**config.mk**
```make
export PLATFORM = sky130hd
export DESIGN_NAME = seq_pattern_tx
export DESIGN_NICKNAME = d
export VERILOG_FILES = /design/src/rtl/seq_tx_pkg.sv /design/src/rtl/piso_shift_reg.sv /design/src/rtl/seq_pattern_tx.sv
export SDC_FILE = /design/constraint.sdc
export NUM_CORES = 1
export LEC_CHECK = 0
export CORE_MARGIN = 10
export CORE_UTILIZATION = 56
export DETAILED_ROUTE_END_ITERATION = 10
export GPL_TIMING_DRIVEN = 0
export PLACE_DENSITY_LB_ADDON = 0.25
export SYNTH_ARGS = -nofsm -noshare
export SYNTH_HDL_FRONTEND = slang
export SYNTH_SLANG_ARGS = --single-unit
```
**constraint.sdc**
```tcl
create_clock -name clock -period 2.3 [get_ports clock]
set_input_delay 0.46 -clock clock [delete_from_list [all_inputs] [get_ports clock]]
set_output_delay 0.46 -clock clock [all_outputs]
set_load 0.05 [all_outputs]
```
**src/rtl/seq_tx_pkg.sv**
```systemverilog
// Shared types and default constants for the serial pattern transmitter.
package seq_tx_pkg;

    // Transmitter phase; PAR is only entered when the parity frame bit is built in.
    typedef enum logic [1:0] {
        IDLE = 2'd0,
        PRE  = 2'd1,
        DATA = 2'd2,
        PAR  = 2'd3
    } tx_state_t;

    localparam int         SEQ_TX_DATA_W   = 8;
    localparam int         SEQ_TX_PRE_W    = 2;
    localparam logic [1:0] SEQ_TX_PREAMBLE = 2'b01;

    // Larger of two widths, used to size the shared bit counter.
    function automatic int max_int(input int a, input int b);
        return (a > b) ? a : b;
    endfunction

endpackage

```
**src/rtl/piso_shift_reg.sv**
```systemverilog
// Parallel-in serial-out shift register: parallel load, left shift, MSB tap.
module piso_shift_reg #(
    parameter int W = 8
) (
    input  logic         clock,
    input  logic         reset_b,
    input  logic         load,
    input  logic         shift,
    input  logic [W-1:0] din,
    output logic         msb
);

    logic [W-1:0] shreg;

    // Load has priority so a new word can be captured on the edge a frame ends.
    always_ff @(posedge clock or negedge reset_b) begin
        if (!reset_b) begin
            shreg <= '0;
        end else if (load) begin
            shreg <= din;
        end else if (shift) begin
            shreg <= shreg << 1;
        end
    end

    assign msb = shreg[W-1];

endmodule

```
**src/rtl/seq_pattern_tx.sv**
```systemverilog
// Serial pattern transmitter: preamble then payload MSB first, one bit per clock.
// Optional even-parity trailer bit is built in when SEQ_PATTERN_TX_PARITY_EN is defined.
module seq_pattern_tx
    import seq_tx_pkg::*;
#(
    parameter int               DATA_W   = SEQ_TX_DATA_W,
    parameter int               PRE_W    = SEQ_TX_PRE_W,
    parameter logic [PRE_W-1:0] PREAMBLE = PRE_W'(SEQ_TX_PREAMBLE)
) (
    input  logic              clock,
    input  logic              reset_b,
    input  logic              in_valid,
    input  logic [DATA_W-1:0] in_data,
    output logic              in_ready,
    output logic              ser_out,
    output logic              ser_active,
    output logic              frame_done
);

    localparam int CNT_W = $clog2(max_int(PRE_W, DATA_W) + 1);

    localparam logic [CNT_W-1:0] PRE_LAST  = CNT_W'(PRE_W - 1);
    localparam logic [CNT_W-1:0] DATA_LAST = CNT_W'(DATA_W - 1);
    localparam logic [PRE_W-1:0] PRE_MSB   = PRE_W'(1) << (PRE_W - 1);

    tx_state_t        state;
    tx_state_t        state_next;
    logic [CNT_W-1:0] cnt;
    logic [CNT_W-1:0] cnt_next;
    logic             bit_next;
    logic             active_next;
    logic             done_next;
    logic             last_bit;
    logic             accept;
    logic             load;
    logic             shift;
    logic             data_msb;

    piso_shift_reg #(
        .W (DATA_W)
    ) u_payload (
        .clock   (clock),
        .reset_b (reset_b),
        .load    (load),
        .shift   (shift),
        .din     (in_data),
        .msb     (data_msb)
    );

`ifdef SEQ_PATTERN_TX_PARITY_EN
    logic parity;

    // Even parity of the accepted word, captured alongside the payload.
    always_ff @(posedge clock or negedge reset_b) begin
        if (!reset_b) begin
            parity <= 1'b0;
        end else if (load) begin
            parity <= ^in_data;
        end
    end

    assign last_bit = (state == PAR);
`else
    assign last_bit = (state == DATA) && (cnt == DATA_LAST);
`endif

    assign in_ready = (state == IDLE) || last_bit;
    assign accept   = in_valid && in_ready;

    // Next phase, counter and line bit; the registered line always carries the bit of the current phase/count.
    always_comb begin
        state_next = state;
        cnt_next   = cnt;
        bit_next   = 1'b0;
        load       = 1'b0;
        shift      = 1'b0;
        done_next  = last_bit;
        if (accept) begin
            state_next = PRE;
            cnt_next   = '0;
            bit_next   = PREAMBLE[PRE_W-1];
            load       = 1'b1;
        end else begin
            case (state)
                IDLE: begin
                    state_next = IDLE;
                end
                PRE: begin
                    if (cnt == PRE_LAST) begin
                        state_next = DATA;
                        cnt_next   = '0;
                        bit_next   = data_msb;
                        shift      = 1'b1;
                    end else begin
                        cnt_next   = cnt + CNT_W'(1);
                        // Select the preamble bit one position below the one now on the line.
                        bit_next   = |(PREAMBLE & ((PRE_MSB >> cnt) >> 1));
                    end
                end
                DATA: begin
                    if (cnt == DATA_LAST) begin
                        cnt_next   = '0;
`ifdef SEQ_PATTERN_TX_PARITY_EN
                        state_next = PAR;
                        bit_next   = parity;
`else
                        state_next = IDLE;
`endif
                    end else begin
                        cnt_next   = cnt + CNT_W'(1);
                        bit_next   = data_msb;
                        shift      = 1'b1;
                    end
                end
                PAR: begin
                    state_next = IDLE;
                    cnt_next   = '0;
                end
                default: begin
                    state_next = IDLE;
                    cnt_next   = '0;
                end
            endcase
        end
        active_next = (state_next != IDLE);
    end

    // State and registered line outputs; reset abandons any frame without a done pulse.
    always_ff @(posedge clock or negedge reset_b) begin
        if (!reset_b) begin
            state      <= IDLE;
            cnt        <= '0;
            ser_out    <= 1'b0;
            ser_active <= 1'b0;
            frame_done <= 1'b0;
        end else begin
            state      <= state_next;
            cnt        <= cnt_next;
            ser_out    <= bit_next;
            ser_active <= active_next;
            frame_done <= done_next;
        end
    end

endmodule

```
==> results of run 1 <==
-- final cells by class --
class / count / area [um2] / area share
Sequential cell: 17 / 425 / 0.349
Buffer: 4 / 35.0 / 0.0287
Clock buffer: 4 / 26.3 / 0.0216
Inverter: 6 / 22.5 / 0.0185
Tap cell: 25 / 31.3 / 0.0257
Multi-Input combinational cell: 85 / 528 / 0.433
Timing Repair Buffer: 16 / 150 / 0.123
-- logic make-up after synthesis --
| kind of cell | share of synthesized area |
|---|---|
| flip-flops | 0.421 |
| AND/OR/NAND/NOR | 0.182 |
| adder cells (fa/ha/maj) | 0.0743 |
| AO/OA/AOI/OAI | 0.266 |
| buffers and inverters | 0.0569 |
-- how the worst max path moves through the flow --
| stage | startpoint | end |
|---|---|---|
| 2_1_floorplan | cnt[0] | in_ready |
| 3_3_place_gp | cnt[0] | in_ready |
| 3_5_place_dp | state[0] | in_ready |
| 4_1_cts | state[0] | in_ready |
| 5_1_grt | state[0] | in_ready |
| 6_report | state[0] | in_ready |
-- power breakdown --
part | internal [W] | switching, W
Clock | 0.0000678 | 0.000104
Sequential | 0.000419 | 0.0000838
Combinational | 0.000358 | 0.000592
-- sequential cells by signal, indices dropped and copies added (netlist names) --
name / flops
u_payload.shreg: 8
cnt: 4
ser_out: 1
frame_done: 1
state: 2
ser_active: 1
-- stage by stage --
step / TNS [ps] / hold WS [ps]
final: 0 / 559
after global routing: 0 / 586
after CTS: 0 / 559
after detailed placement: -86.9 / 545
after global placement: -49.0 / 525
after floorplan: 0 / 164
-- cell usage in the layout, fill, tap and decap left out, types with 2 or more instances in the layout --
cell             synthesis  routed
a21o_1                   2       2
a21oi_1                 13      13
a31oi_1                  8       8
buf_4                    1       3
buf_6                    2       2
clkbuf_4                 0       3
clkdlybuf4s50_1          0      13
dfrtp_1                 17      17
ha_1                     6       6
inv_1                    6       6
nand2_1                  8       8
nand2b_1                 2       2
nand3_1                  5       5
nor2_1                  11      11
o211ai_1                 2       2
o21ai_0                 10      10
-- layer usage --
layer,global-route usage,share of wire
met5,0,0
met3,0.0341,0.062
met2,0.204,0.47
met4,0.0670,0.025
met1,0.153,0.44
-- worst max-delay path: cells and delay by family, from the launching register on --
kind	cells	cell delay, ps
DFF	1	420
buffers and inverters	2	290
adders and majority gates	1	230
and+or+nand+nor	2	490
-- what timing repair did --
action | in CTS | in global routing
gates cloned | 0 | 0
setup buffers | 0 | 2
endpoints found under the setup margin | 1 | 1
resized for setup | 5 | 0
==> out/results.tsv, run 1 <==
stage	metric	value	unit
place	place.gp.congestion	0.795	
synth	ys_types	33	
setup_path	worstPathRequired	1840	ps
cells_and_area	area_growth	20.5	%
global_routing	grt_pass1_wl	4230	um
setup_path	start_kind	flip-flop	
synth	synth_nets	129	
sta	max_freq	0.452	GHz
setup_path	critPathSlowestCell	dfrtp_1	
detailed_routing	drc	0	
place	placed_area	1180	um2
min_path	hp-class	reg -> reg	
setup_path	max_stage_delay	420	ps
sta	timing.final.crit_share	0.962	
min_path	holdPathStages	2	
cells_and_area	fin_util	0.706	
detailed_routing	dr.first_iter.drc_count	47	
pwr	powerDensity	1330	nW/um2
die	die_w	62.5	um
global_routing	track_usage	0.128	
die	core_area	1730	um2
synth	synth_cells	112	
min_path	hold_path_end	u_payload.shreg[6]	
pwr	power.total	0.00162	W
die	dieArea	3910	um2
clock_network	cts_max_level	1	
die	rows	15	
setup_path	r2r_slack	460	ps
sta	rsz0062_at_grt	no	
detailed_routing	ant_nets	0	
detailed_routing	drt-pass1-iter-count	4	
cells_and_area	fillers	138	
sta	max_slew_margin	0.501	
setup_path	critical_path_class	reg -> out	
clock_network	cts-hold-fix-buffers	0	
clock_network	cts_tree	yes	
synth	synth_area_leaders	dfrtp_1 (42%), ha_1 (7.4%), a21oi_1 (6.4%)	
detailed_routing	wl	2500	um
clock_network	clk_latency	300	ps
detailed_routing	via_per_inst	5.92	
synth	yosys.cell_count.top_type	dfrtp_1	
place	dp_cells	151	
cells_and_area	diodes	0	
job	maxCapViolCount	0	
synth	synthFlopType	dfrtp_1	
clock_network	numCtsBuffers	3	
global_routing	grt_pass1_vias	923	
setup_path	path_max_fanout	5	
pwr	vdd_drop_max	0.988	mV
sta	clock_skew	4.60	ps
synth	synth_common_cells	dfrtp_1 (17), a21oi_1 (13), nor2_1 (11)	
global_routing	grt_overflow	0	
synth	synth-edff-count	0	
clock_network	cts.sinks	17	
run_status	outcome	complete, no violations	
synth	ys_ff_latch	17	
clock_network	cts_max_path_buffers	2	
cells_and_area	instances_no_fill	157	
setup_path	rr_startpoint	state[0]	
clock_network	cts-root-buf	clkbuf_4	
cells_and_area	fin_nets	150	
setup_path	timing.rr.end	u_payload.shreg[5]	
place	dp_slack	-86.9	ps
setup_path	cp-end-kind	primary output	
sta	drv_slew	0	
synth	asyncSetResetFlopFracSynth	1.00	
sta	period_minus_slack	2210	ps
synth	synth_top_area_share	0.421	
min_path	holdCritStartpoint	u_payload.shreg[6]	
sta	tightestPinTransition	746	ps
cells_and_area	fin_area	1220	um2
detailed_routing	wl_per_cell	15.9	um
synth	ys.warnings.count	0	
die	die_h	62.5	um
cells_and_area	drive_gt1_frac	0.129	
clock_network	path_clk_slew	110	ps
global_routing	grt_max_degree	18	
setup_path	path_cells	inv_1 > ha_1 > and4b_4 > or2_2 > buf_2	
pwr	cellLeakagePower	0.517	nW
synth	avgSynthCellArea	9.03	um2
synth	netlist_area	1010	um2
place	dp_hpwl	1730	um
die	start_util	0.586	
place	port_buffers	14	
synth	ys_seq_area_frac	0.421	
sta	finalHoldViolations	0	
die	ioPinCount	15	
synth	yosysTopAreaCell	dfrtp_1	
sta	finalSetupViolCount	0	
setup_path	worstRegToRegCells	8	
sta	setup_slack	87.1	ps
global_routing	antenna_found_initial	0	
setup_path	critPathArrivalTime	1750	ps
detailed_routing	vias	930	
(Power assumes the default switching activity.)
==> inputs of run 2 (changes only) <==
--- a/config.mk
+++ b/config.mk
@@ -6,8 +6,9 @@
 export NUM_CORES = 1
 export LEC_CHECK = 0
 export CORE_MARGIN = 10
-export CORE_UTILIZATION = 56
+export CORE_UTILIZATION = 65
 export DETAILED_ROUTE_END_ITERATION = 10
+export DONT_BUFFER_PORTS = 1
 export GPL_TIMING_DRIVEN = 0
 export PLACE_DENSITY_LB_ADDON = 0.25
 export SYNTH_ARGS = -nofsm -noshare
==> run 2 against run 1 <==
Compared with the run above:
- global-route usage is 0.44 points higher
- hold slack got worse by 280 ps
- core utilization increased by 1.1 points
- non-clock buffer count down 15
- largest power group unchanged
- critical path depth is 2 lower
- clock power shrank 3%
- highest routed layer unchanged
==> out/results.tsv, run 2 (synthesis gave the netlist of run 1 again) <==
stage	metric	value	unit
detailed_routing	ant_nets	0	
die	ioPinCount	15	
detailed_routing	wl_per_cell	16.8	um
detailed_routing	via_per_inst	6.35	
global_routing	grt_overflow	0	
pwr	powerDensity	1430	nW/um2
global_routing	antenna_found_initial	0	
place	dp_slack	490	ps
pwr	cellLeakagePower	0.458	nW
cells_and_area	fin_nets	135	
job	maxCapViolCount	0	
clock_network	cts_max_level	1	
sta	tightestPinTransition	760	ps
detailed_routing	dr.first_iter.drc_count	31	
cells_and_area	final_common_cell	dfrtp_1	
setup_path	cp-end-kind	primary output	
place	place.gp.congestion	0.823	
cells_and_area	drive_gt1_frac	0.120	
sta	finalHoldViolations	0	
clock_network	cts_tree	yes	
clock_network	ctsResizeCount	0	
die	core_area	1490	um2
clock_network	cts-root-buf	clkbuf_4	
sta	finalSetupViolCount	0	
sta	setup_slack	151	ps
detailed_routing	vias	844	
place	dp_hpwl	1620	um
cells_and_area	fillers	103	
sta	max_freq	0.465	GHz
cells_and_area	area_growth	5.57	%
sta	period_minus_slack	2150	ps
die	die_w	59.4	um
setup_path	max_stage_delay	460	ps
clock_network	cts.sinks	17	
setup_path	path_max_fanout	6	
clock_network	cts_setup_buffers	0	
sta	max_slew_margin	0.492	
setup_path	critPathArrivalTime	1690	ps
detailed_routing	drc	0	
setup_path	start_kind	flip-flop	
die	start_util	0.679	
sta	clock_skew	1.64	ps
cells_and_area	top_regs	u_payload.shreg: 8 flops, cnt: 4 flops, state: 2 flops	
sta	finalSetupTns	0	ps
cells_and_area	registers.top_by_ff_count	u_payload.shreg	
setup_path	critPathSlowestCell	dfrtp_1	
clock_network	path_clk_slew	100	ps
global_routing	grt_pass1_wl	3650	um
clock_network	cts-hold-fix-buffers	1	
sta	rsz0062_at_grt	no	
cells_and_area	largest_reg_flops	8	
global_routing	grt_max_degree	18	
setup_path	crit_path_start	cnt[0]	
detailed_routing	wl	2240	um
sta	timing.final.crit_share	0.935	
setup_path	worstPathRequired	1840	ps
global_routing	grt_pass1_vias	795	
clock_network	numCtsBuffers	3	
min_path	hp-class	in -> reg	
cells_and_area	diodes	0	
detailed_routing	drt-pass1-iter-count	4	
setup_path	rr_startpoint	state[0]	
die	die_h	59.4	um
pwr	vdd_drop_max	0.715	mV
setup_path	critical_path_class	reg -> out	
sta	drv_slew	0	
place	port_buffers	0	
cells_and_area	fin_area	1070	um2
clock_network	clk_latency	300	ps
die	rows	14	
run_status	outcome	complete, no violations	
die	dieArea	3530	um2
min_path	holdCritStartpoint	in_data[0]	
cells_and_area	final_cell_mix	dfrtp_1 (17), a21oi_1 (13), nor2_1 (11)	
global_routing	track_usage	0.133	
clock_network	cts_max_path_buffers	2	
setup_path	path_cells	ha_1 > and4b_4 > or2_2	
place	placed_area	1030	um2
[run 2: cell count changes in the layout (fill, tap and decap cells not counted)]
cell and change:
buf_2 -1, buf_4 -2, clkdlybuf4s50_1 -13, dlygate4sd3_1 +1
[run 2: layout make-up]
class,instances,area [um2],share of cell area
Multi-Input combinational cell,85,528,0.495
Buffer,4,35.0,0.0328
Inverter,6,22.5,0.0211
Tap cell,16,20.0,0.0188
Clock buffer,4,26.3,0.0246
Sequential cell,17,425,0.399
Timing Repair Buffer,1,10.0,0.00938
[run 2: routing by layer]
layer  wire, um  track usage
met5          0            0
met1        977        0.165
met3        176       0.0322
met2       1040        0.205
met4         43       0.0689
[run 2: through the flow]
| step | hold slack, ps | util | power, W | std cells |
|---|---|---|---|---|
| floorplan | 164 | - | 0.00118 | 112 |
| global placement | 165 | 0.692 | 0.00131 | 128 |
| detailed placement | 165 | 0.692 | 0.00134 | 128 |
| CTS | 285 | 0.717 | 0.00151 | 133 |
| global route | 307 | 0.717 | 0.00163 | 133 |
| finish | 282 | 0.717 | 0.00152 | 133 |
[run 2: worst paths after layout]
path                       depth (start not counted)                  to  slack (ps)
max                                                3            in_ready         150
min reg2reg                                        2  u_payload.shreg[7]         550
min                                                2  u_payload.shreg[0]         280
max reg2reg                                        8  u_payload.shreg[4]         500
min in group asynchronous                          1  u_payload.shreg[7]         660
max in group asynchronous                          1              cnt[0]        1160
[run 2: where the power goes]
part | internal, W | switching (W) | leakage [nW]
clock | 0.0000677 | 0.0000979 | 0.0150
sequential | 0.000418 | 0.000144 | 0.210
combinational | 0.000292 | 0.000504 | 0.233
total | 0.000778 | 0.000745 | 0.458
[run 2: worst max-delay path, delay by kind of cell (launching register included)]
kind / cells / cell delay [ps]
AND/OR/NAND/NOR: 2 / 650
flip-flops: 1 / 460
adder cells (fa/ha/maj): 1 / 290
==> inputs of run 3 (changes only) <==
==> constraint.sdc (replaced) <==
create_clock -name clock -period 2.5 [get_ports clock]
set_input_delay 0.5 -clock clock [delete_from_list [all_inputs] [get_ports clock]]
set_output_delay 0.5 -clock clock [all_outputs]
set_load 0.05 [all_outputs]
==> results of run 3 <==
The final DEF is identical to that of run 2. Status: complete, no violations.
Among the figures that moved: setup slack after placement 490 ps -> 650 ps; setup slack after layout 151 ps -> 311 ps; hold slack 282 ps -> 322 ps; register-to-register setup slack 500 ps -> 700 ps; total power 0.00152 W -> 0.00140 W; worst IR drop on VDD 0.715 mV -> 0.658 mV
